**src/rtl/proc_pkg.sv**
```systemverilog
// ---------------------------------------------------------------------------
// proc_pkg -- shared definitions for the byte-stream RAM loader.
//
// Contents:
//   state_t      loader FSM states
//   HDR_BYTES    bytes in a transfer header (addr lo/hi, cnt lo/hi)
//   WORD_BYTES   bytes per 32-bit RAM word
//   is_last_byte helper: true when a byte index is the final one of a group
// ---------------------------------------------------------------------------
package proc_pkg;

   typedef enum logic [2:0] {
      S_HDR    = 3'd0,
      S_DATA   = 3'd1,
      S_WRITE  = 3'd2,
      S_VERIFY = 3'd3,
      S_DONE   = 3'd4
   } state_t;

   localparam int HDR_BYTES  = 4;
   localparam int WORD_BYTES = 4;

   // Both groups are four bytes long, so a 2-bit index covers either.
   function automatic logic is_last_byte(input logic [1:0] idx, input int total);
      return idx == 2'(total - 1);
   endfunction

endpackage

```
**src/rtl/ram_loader.sv**
```systemverilog
// ---------------------------------------------------------------------------
// ram_loader -- loads 32-bit words into a RAM from a byte stream.
//
// A transfer is a 4-byte little-endian header (start address, word count)
// followed by 4 little-endian bytes per word. Each assembled word is written
// with a one-cycle strobe; addresses at or beyond MEM_DEPTH are not written
// and raise the sticky error flag instead. The transfer ends with a
// one-cycle done pulse.
//
// Optional feature: define RAM_LOADER_VERIFY_EN to read every performed write
// back on the following cycle (S_VERIFY) and flag a mismatch in o_err.
//
// Ports:
//   i_clk         clock, rising edge
//   i_rst_n       asynchronous active-low reset
//   i_byte        stream byte
//   i_byte_valid  i_byte is valid
//   o_byte_ready  loader accepts a byte this cycle
//   i_abort       synchronous abort of the current transfer
//   o_set         RAM write strobe
//   o_addr        RAM word address (registered)
//   o_data        RAM write data (registered)
//   i_rdata       RAM combinational read data at o_addr (verify build only)
//   o_busy        high whenever not waiting for header byte 0
//   o_done        one-cycle end-of-transfer pulse
//   o_err         sticky error flag
// ---------------------------------------------------------------------------
module ram_loader
   import proc_pkg::*;
#(
   parameter int MEM_DEPTH = 256
) (
   input  logic        i_clk,
   input  logic        i_rst_n,
   input  logic [7:0]  i_byte,
   input  logic        i_byte_valid,
   output logic        o_byte_ready,
   input  logic        i_abort,
   output logic        o_set,
   output logic [15:0] o_addr,
   output logic [31:0] o_data,
   input  logic [31:0] i_rdata,
   output logic        o_busy,
   output logic        o_done,
   output logic        o_err
);

   // 17 bits so that a full 64K-word RAM is still representable.
   localparam logic [16:0] DEPTH_LIMIT = 17'(MEM_DEPTH);

   state_t      state;
   state_t      state_nx;
   logic [1:0]  byte_idx;     // position inside the current header or word
   logic        ready_en;     // holds ready low until the first edge after reset
   logic [15:0] cur_addr;     // address of the word being assembled/written
   logic [15:0] remain;       // words still to be written in this transfer
   logic [23:0] word_lo;      // first three bytes of the word being assembled
   logic        in_range;
   logic        accept;
   logic        word_step;    // current word fully handled: advance addr/count

   assign in_range     = {1'b0, cur_addr} < DEPTH_LIMIT;
   assign o_byte_ready = ready_en && (state == S_HDR || state == S_DATA);
   // Abort wins over a handshake in the same cycle; that byte is dropped.
   assign accept       = i_byte_valid && o_byte_ready && !i_abort;
   assign o_busy       = (state != S_HDR) || (byte_idx != 2'd0);

   // ------------------------------------------------------------------------
   // State register
   // ------------------------------------------------------------------------
   // NOTE: sequential state is updated with non-blocking assignments so every
   // flop samples pre-edge values regardless of process ordering.
   always_ff @(posedge i_clk or negedge i_rst_n) begin
      if (!i_rst_n) begin
         state <= S_HDR;
      end else begin
         state <= state_nx;
      end
   end

   // ------------------------------------------------------------------------
   // Next state and strobes
   // ------------------------------------------------------------------------
   always_comb begin
      // NOTE: every output of this block gets a default first; a path that
      // left one unassigned would infer a latch.
      state_nx  = state;
      o_set     = 1'b0;
      o_done    = 1'b0;
      word_step = 1'b0;

      if (i_abort) begin
         state_nx = S_HDR;
      end else begin
         case (state)
            S_HDR: begin
               if (accept && is_last_byte(byte_idx, HDR_BYTES)) begin
                  state_nx = ({i_byte, remain[7:0]} == 16'd0) ? S_DONE : S_DATA;
               end
            end
            S_DATA: begin
               if (accept && is_last_byte(byte_idx, WORD_BYTES)) begin
                  state_nx = S_WRITE;
               end
            end
            S_WRITE: begin
               // Out-of-range words are consumed without a strobe.
               o_set = in_range;
`ifdef RAM_LOADER_VERIFY_EN
               if (in_range) begin
                  state_nx = S_VERIFY;
               end else begin
                  word_step = 1'b1;
               end
`else
               word_step = 1'b1;
`endif
            end
            S_VERIFY: begin
               word_step = 1'b1;
            end
            S_DONE: begin
               o_done   = 1'b1;
               state_nx = S_HDR;
            end
            default: begin
               state_nx = S_HDR;
            end
         endcase

         if (word_step) begin
            state_nx = (remain == 16'd1) ? S_DONE : S_DATA;
         end
      end
   end

   // ------------------------------------------------------------------------
   // Header capture, word assembly, address/count tracking, error flag
   // ------------------------------------------------------------------------
   always_ff @(posedge i_clk or negedge i_rst_n) begin
      if (!i_rst_n) begin
         ready_en <= 1'b0;
         byte_idx <= 2'd0;
         cur_addr <= 16'd0;
         remain   <= 16'd0;
         word_lo  <= 24'd0;
         o_addr   <= 16'd0;
         o_data   <= 32'd0;
         o_err    <= 1'b0;
      end else begin
         ready_en <= 1'b1;

         if (i_abort) begin
            // Any partial header or word is discarded; stale bytes in the
            // holding registers are overwritten by the next transfer.
            byte_idx <= 2'd0;
         end else if (accept) begin
            if (state == S_HDR) begin
               byte_idx <= is_last_byte(byte_idx, HDR_BYTES) ? 2'd0 : byte_idx + 2'd1;
               case (byte_idx)
                  2'd0: begin
                     cur_addr[7:0] <= i_byte;
                     o_err         <= 1'b0;   // new transfer starts clean
                  end
                  2'd1:    cur_addr[15:8] <= i_byte;
                  2'd2:    remain[7:0]    <= i_byte;
                  default: remain[15:8]   <= i_byte;
               endcase
            end else begin
               byte_idx <= is_last_byte(byte_idx, WORD_BYTES) ? 2'd0 : byte_idx + 2'd1;
               case (byte_idx)
                  2'd0: word_lo[7:0]   <= i_byte;
                  2'd1: word_lo[15:8]  <= i_byte;
                  2'd2: word_lo[23:16] <= i_byte;
                  default: begin
                     // Outputs are loaded here so they are already valid
                     // during the S_WRITE cycle and hold afterwards.
                     o_addr <= cur_addr;
                     o_data <= {i_byte, word_lo};
                  end
               endcase
            end
         end

         if (state == S_WRITE && !i_abort && !in_range) begin
            o_err <= 1'b1;
         end

`ifdef RAM_LOADER_VERIFY_EN
         if (state == S_VERIFY && !i_abort && i_rdata != o_data) begin
            o_err <= 1'b1;
         end
`endif

         if (word_step) begin
            cur_addr <= cur_addr + 16'd1;   // wraps FFFF -> 0000
            remain   <= remain - 16'd1;
         end
      end
   end

`ifndef RAM_LOADER_VERIFY_EN
   // Read data has no consumer without the verify stage.
   logic unused_rdata;
   assign unused_rdata = ^i_rdata;
`endif

endmodule

```
**config.mk**
```make
export PLATFORM = sky130hd
export DESIGN_NAME = ram_loader
export DESIGN_NICKNAME = d
export VERILOG_FILES = /design/src/rtl/proc_pkg.sv /design/src/rtl/ram_loader.sv
export SDC_FILE = /design/constraint.sdc
export NUM_CORES = 1
export LEC_CHECK = 0
export ABC_AREA = 0
export BUFFER_PORTS_ARGS = -buffer_cell sky130_fd_sc_hd__clkbuf_2
export CORE_MARGIN = 5
export CORE_UTILIZATION = 60
export DETAILED_ROUTE_END_ITERATION = 16
export GPL_ROUTABILITY_DRIVEN = 0
export PLACE_DENSITY_LB_ADDON = 0.05
export RECOVER_POWER = 50
export SETUP_SLACK_MARGIN = 0.1
export SYNTH_ARGS = -nofsm -noshare
export SYNTH_HDL_FRONTEND = slang
export SYNTH_SLANG_ARGS = --single-unit
```
**constraint.sdc**
```tcl
create_clock -name i_clk -period 3.2 [get_ports i_clk]
set_input_delay 0 -clock i_clk [delete_from_list [all_inputs] [get_ports i_clk]]
set_output_delay 0 -clock i_clk [all_outputs]
set_load 0.02 [all_outputs]
```
* Word level (Yosys, flattened, before mapping)
Index checks and enable logic that the tools add are counted.
** Storage, ports and cells
- Bits of input ports :: 44
- ROM bits :: 0
- RAM bits :: 0
- Memories :: 0
- Latch bits :: 0
- Output and inout port bits :: 53
- Bits in registers :: 111
** Operators by class
- Reductions and logical operators :: 36
- Bitwise logic cells :: 3
- Divide/modulo/power cells :: 0
- Equal/unequal tests :: 14
- Muxes and demuxes :: 34
- Magnitude comparators :: 1
- Add/subtract/negate cells :: 3
- Multiply operators :: 0
- Shift operators :: 0
** Operator list (count)
- two-way mux 16 bit :: 8
- AND reduction 4 bit :: 9
- two-way mux 8 bit :: 4
- nonzero test 2 bit :: 10
- two-way mux 3 bit :: 6
- adder 16 x 1 -> 16 bit, second input constant :: 1
- equality test 16 x 1 -> 1 bit, second input constant :: 1
- zero test 16 bit :: 1
- less-than comparator 16 x 9 -> 1 bit, second input constant :: 1
- subtractor 16 x 1 -> 16 bit, second input constant :: 1
- two-way mux 1 bit :: 12
- case mux 3 bit (3 select lines) :: 1
- != test 4 x 2 -> 1 bit, second input constant :: 2
- equality test 3 x 2 -> 1 bit, second input constant :: 2
- logical AND 1 bit :: 6
- two-way mux 2 bit :: 3
- != test 2 x 1 -> 1 bit, second input constant :: 3
- equality test 2 bit, second input constant :: 2
- equality test 3 x 1 -> 1 bit, second input constant :: 1
- equality test 3 bit, second input constant :: 1
- zero test 3 bit :: 1
- != test 3 x 1 -> 1 bit, second input constant :: 1
- NOT 1 bit :: 3
- AND reduction 3 bit :: 1
- 8 further kinds :: 10

* Depth between registers and ports, before layout
- Depth in word-level cells :: 10
- Mapped depth :: 6

* Worst setup path before layout
No wires, ideal clock.
- Path kind :: register to register
- From :: register remain[6]
- To :: register state[2]
- Path buffers :: 1
- Period minus slack after synthesis :: 1.980 ns
- Path slack :: 1.220 ns
- Cell stages (with the launch flop) :: 6
- Data arrival time :: 1.893 ns
- Path through :: dfrtp_1 -> or4_4 -> buf_6 -> nand4b_4 -> or4_4 -> a211oi_2
** On the way
- Word-level cells in the longest chain between the ends :: 6
** Ends and longest elaborated chain
- from (decl) :: RTL line ram_loader.sv:56 : logic [15:0] remain;
- from (signal assigned) :: RTL line ram_loader.sv:166 : 2'd2: remain[7:0] <= i_byte;
- from (signal assigned) :: RTL line ram_loader.sv:197 : remain <= remain - 16'd1;
- zero test 16 bit :: RTL line ram_loader.sv:98 : state_nx = ({i_byte, remain[7:0]} == 16'd0) ? S_DONE : S_DATA;
- two-way mux 3 bit :: RTL line ram_loader.sv:98
- two-way mux 3 bit :: RTL line ram_loader.sv:97 : if (accept && is_last_byte(byte_idx, HDR_BYTES)) begin
- case mux 3 bit (3 select lines) :: RTL line ram_loader.sv:95 : case (state)
- two-way mux 3 bit (*) :: RTL line ram_loader.sv:131 : if (word_step) begin
- two-way mux 3 bit (*) :: RTL line ram_loader.sv:92 : if (i_abort) begin
- to (signal assigned) :: RTL line ram_loader.sv:77 : state <= state_nx;
- to (decl) :: RTL line ram_loader.sv:51 : state_t state;
Every way passes the cells marked *; elsewhere a longest branch is shown, timed or not. The select of a mux whose other input is x is not followed.
A chain may end at the register's enable or synchronous reset.

* Final worst setup path
- From :: register state[2]
- To :: register o_addr[15]
** On the way
- Word-level cells in the longest chain between the ends :: 6
** Ends and longest elaborated chain
- equality test 3 x 1 -> 1 bit or zero test 3 bit (tied branches) :: RTL line ram_loader.sv:63, ram_loader.sv:158
- logical OR 1 bit :: RTL line ram_loader.sv:63 : assign o_byte_ready = ready_en && (state == S_HDR || state == S_DATA);
- logical AND 1 bit :: RTL line ram_loader.sv:63
- logical AND 1 bit (2 in series) :: RTL line ram_loader.sv:65 : assign accept = i_byte_valid && o_byte_ready && !i_abort;
- AND reduction 4 bit (no source line) (*)
- to (signal assigned) :: RTL line ram_loader.sv:178 : o_addr <= cur_addr;
- to (decl) :: RTL line ram_loader.sv:40 : output logic [15:0] o_addr,
Every way passes the cells marked *; elsewhere a longest branch is shown, timed or not.

==> out/metrics.cfg <==
[run_status]
status = finished, final reports clean

[synth]
synth_warnings = 0
yosysTopAreaCell = dfrtp_1
syn_avg_cell_area_um2 = 12.04
synth-seq-cells = 111
yosysUniqueCellTypes = 60
synth-edff-count = 0
synthTopCellsByArea = dfrtp_1 54%, mux2_2 16%, ha_1 1.9%
yosysTopAreaCellShare_pct = 54.03
synth_top_flop_cell = dfrtp_1
netlist_area_mm2 = 0.005141
async_flop_share_pct = 100.0
ys_seq_area_share_pct = 54.03
syn_nets = 479
synthCells = 427

[sta]
worst_pin_slew_ps = 1423
hold_violations = 0
setup_violations = 0
fin_ws_ps = 823.2
drv_slew = 0
min_period_over_period_pct = 74.27
grt_setup_unrepaired = no
min_period_ps = 2377
finClkSkew_ps = 10.53
slew-limit-headroom_pct = 5.125
tns_ps = 0
max_freq_mhz = 420.7

[floorplan]
die_area_mm2 = 0.01052
chipWidth_um = 102.6
core-area_mm2 = 0.008299
rows = 33
initial_core_util_pct = 61.95
ios = 97
die_h_um = 102.6

[drt]
num_vias = 3724
wl_um = 11470
route.detailed.drc = 0
first_pass_iters = 5
post_drt_wl_per_cell_um = 19.40
ant_nets = 0
drt_iter0_markers = 201
vias_per_cell = 6.301

[placement]
hpwlAfterDp_um = 7710
pre_cts_ws_ps = 919.4
placed_area_mm2 = 0.005525
io_buffers = 64

[setup_path]
required_ps = 3450
cp_data_arrival_time_ps = 2630
slowest_stage = buf_4
cp_max_fo = 48
startpoint_type = register
crit_path_max_incr_delay_ps = 570
end_kind = register
cp_cell_sequence = nand4bb_1 > nor4b_2 > buf_4 > mux2_2
cp_top_family = simple AND/OR/NAND/NOR gates
crit_type = reg2reg
path_buf_inv = 1

[pwr]
p_seq_share_pct = 58.8
peakVddDrop_mv = 0.3825
swShare_pct = 29.09
p_switching_mw = 0.7768
share_comb_of_total_power_pct = 11.0
power_mw = 2.670
power.density_mw_per_mm2 = 470.2
clkPwrFrac_pct = 30.1
power.internal_mw = 1.893
p_leak_nw = 2.638

[clock_network]
cts_root_buf = clkbuf_8
clk_latency_ps = 370
cts_buffer_depth = 2
path_clk_slew_ps = 110
cts_tree = built
clkSinkCount = 111
postCtsSetupBuffers = 0
postCtsResizedCells = 0
htree_levels = 3
numCtsBuffers = 9

[worst_hold_path]
hp-class = in2reg

[cells_and_area]
seqCellArea_mm2 = 0.002778
area_growth_pct = 10.44
multiInputGateArea_mm2 = 0.002228
final_nets = 534
fillers = 659
diodes = 0
layout-drive-gt1-share_pct = 25.51
fin_area_mm2 = 0.005678

[grt]
gr-total-overflow = 0
grt_pass1_vias = 3674
track_usage_pct = 23.58
grt_start_max_net_pins = 59
grt_pass1_wl_um = 19100
antenna_found_initial = 0

[job]
cap_violations = 0

==> cell families (layout without fill, tap and decap cells) <==
group	Yosys count	in the layout	synth area share, %
and+or+nand+nor	134	134	15.26
DFF	111	111	54.03
other	1	1	0.07294
xor gates and xnor gates	4	4	0.6816
muxes	74	74	16.16
adders and majority gates	8	8	1.947
AOI/OAI and AO/OA	62	62	9.005
buffers and inverters	33	92	2.847
==> metrics by stage <==
stage / std cells / hold WS [ps] / utilization, %
3_5_place_dp: 573 / 112.0 / 66.58
6_report: 591 / 57.04 / 68.42
5_1_grt: 591 / 46.62 / 68.42
3_3_place_gp: 573 / 100.2 / 66.58
4_1_cts: 591 / 38.90 / 69.18
2_1_floorplan: 427 / -295.6 / -
==> registers in the layout (all words and copies together), names as in the netlist <==
register	flops
byte_idx	2
o_data	32
ready_en	1
o_addr	16
remain	16
o_err	1
state	3
word_lo	24
cur_addr	16
==> worst paths after layout <==
kind                                  startpoint                        to  slack [ps]  depth (start not counted)
setup reg to reg            state[2]$_DFFE_PN0P_    o_addr[15]$_DFFE_PN0P_         820                          4
max in group asynchronous                i_rst_n  cur_addr[12]$_DFFE_PN0P_        1790                          3
hold / removal                         i_byte[6]     remain[6]$_DFFE_PN0P_          60                          3
hold reg to reg            o_addr[2]$_DFFE_PN0P_     o_addr[2]$_DFFE_PN0P_         510                          1
setup / recovery            state[2]$_DFFE_PN0P_    o_addr[15]$_DFFE_PN0P_         820                          4
min in group asynchronous                i_rst_n    remain[12]$_DFFE_PN0P_         490                          2
==> power by group through the flow <==
stage,sequential [mW],combinational [mW],clock [mW]
after floorplan,1.57,0.212,0
after global placement,1.59,0.281,0
after detailed placement,1.60,0.292,0
after CTS,1.57,0.297,0.824
after global routing,1.58,0.334,0.893
final,1.57,0.295,0.804
==> what timing repair did <==
item                                    CTS  global route
hold buffers                              3             0
hold endpoints to repair                 60             0
endpoints found under the setup margin    0             0
==> layer usage <==
layer / vias to the layer above / wire length, um / track usage [%] / share of wire [%]
li1: 1695 / - / - / -
met1: 1898 / 5058 / 33.84 / 44
met3: 10 / 767 / 5.683 / 6.7
met5: - / 0 / 0 / 0
met2: 121 / 5546 / 37.64 / 48
met4: 0 / 95 / 3.633 / 0.83
==> tightest hold or removal path: cells and delay by family <==
kind	cells	cell delay (ps)
buf+inv	1	190
simple gates	1	100
compound gates	1	80
==> cell type report <==
type | instances | share of cell area (%)
Multi-Input combinational cell | 283 | 39.25
Clock buffer | 9 | 2.182
Tap cell | 105 | 2.314
Inverter | 6 | 0.3967
Sequential cell | 111 | 48.92
Clock inverter | 6 | 1.102
Timing Repair Buffer | 71 | 5.840
==> synthesized netlist by cell type, drive strengths merged (8+ instances only) <==
cell type / number
dfrtp: 111
mux2: 72
nor2: 25
nand2: 23
nand3: 16
nor3: 15
buf: 14
clkbuf: 13
a211oi: 11
a21oi: 10
a311oi: 8
and3: 8
ha: 8
nor4: 8
o21ai: 8
==> cells in the final DEF, fill, tap and decap left out, types with 3 or more instances in the layout <==
cell type and count:
o21ai_0 5, nor3_1 13, xnor2_1 3, o221a_2 4, clkbuf_8 9, nor4_1 7, and4_1 3, clkbuf_2 15
ha_1 8, inv_1 6, or4_1 4, dlygate4sd3_1 3, nand2_1 23, nor3b_1 5, nor4b_1 3, mux2_2 72
clkbuf_1 49, nor2_1 25, a21oi_1 10, and3_1 8, o211ai_1 5, buf_4 3, nand4_1 4, dfrtp_1 111
o21ai_1 3, a311oi_1 8, nand3_1 16, a211oi_1 10
(Power assumes the default switching activity.)
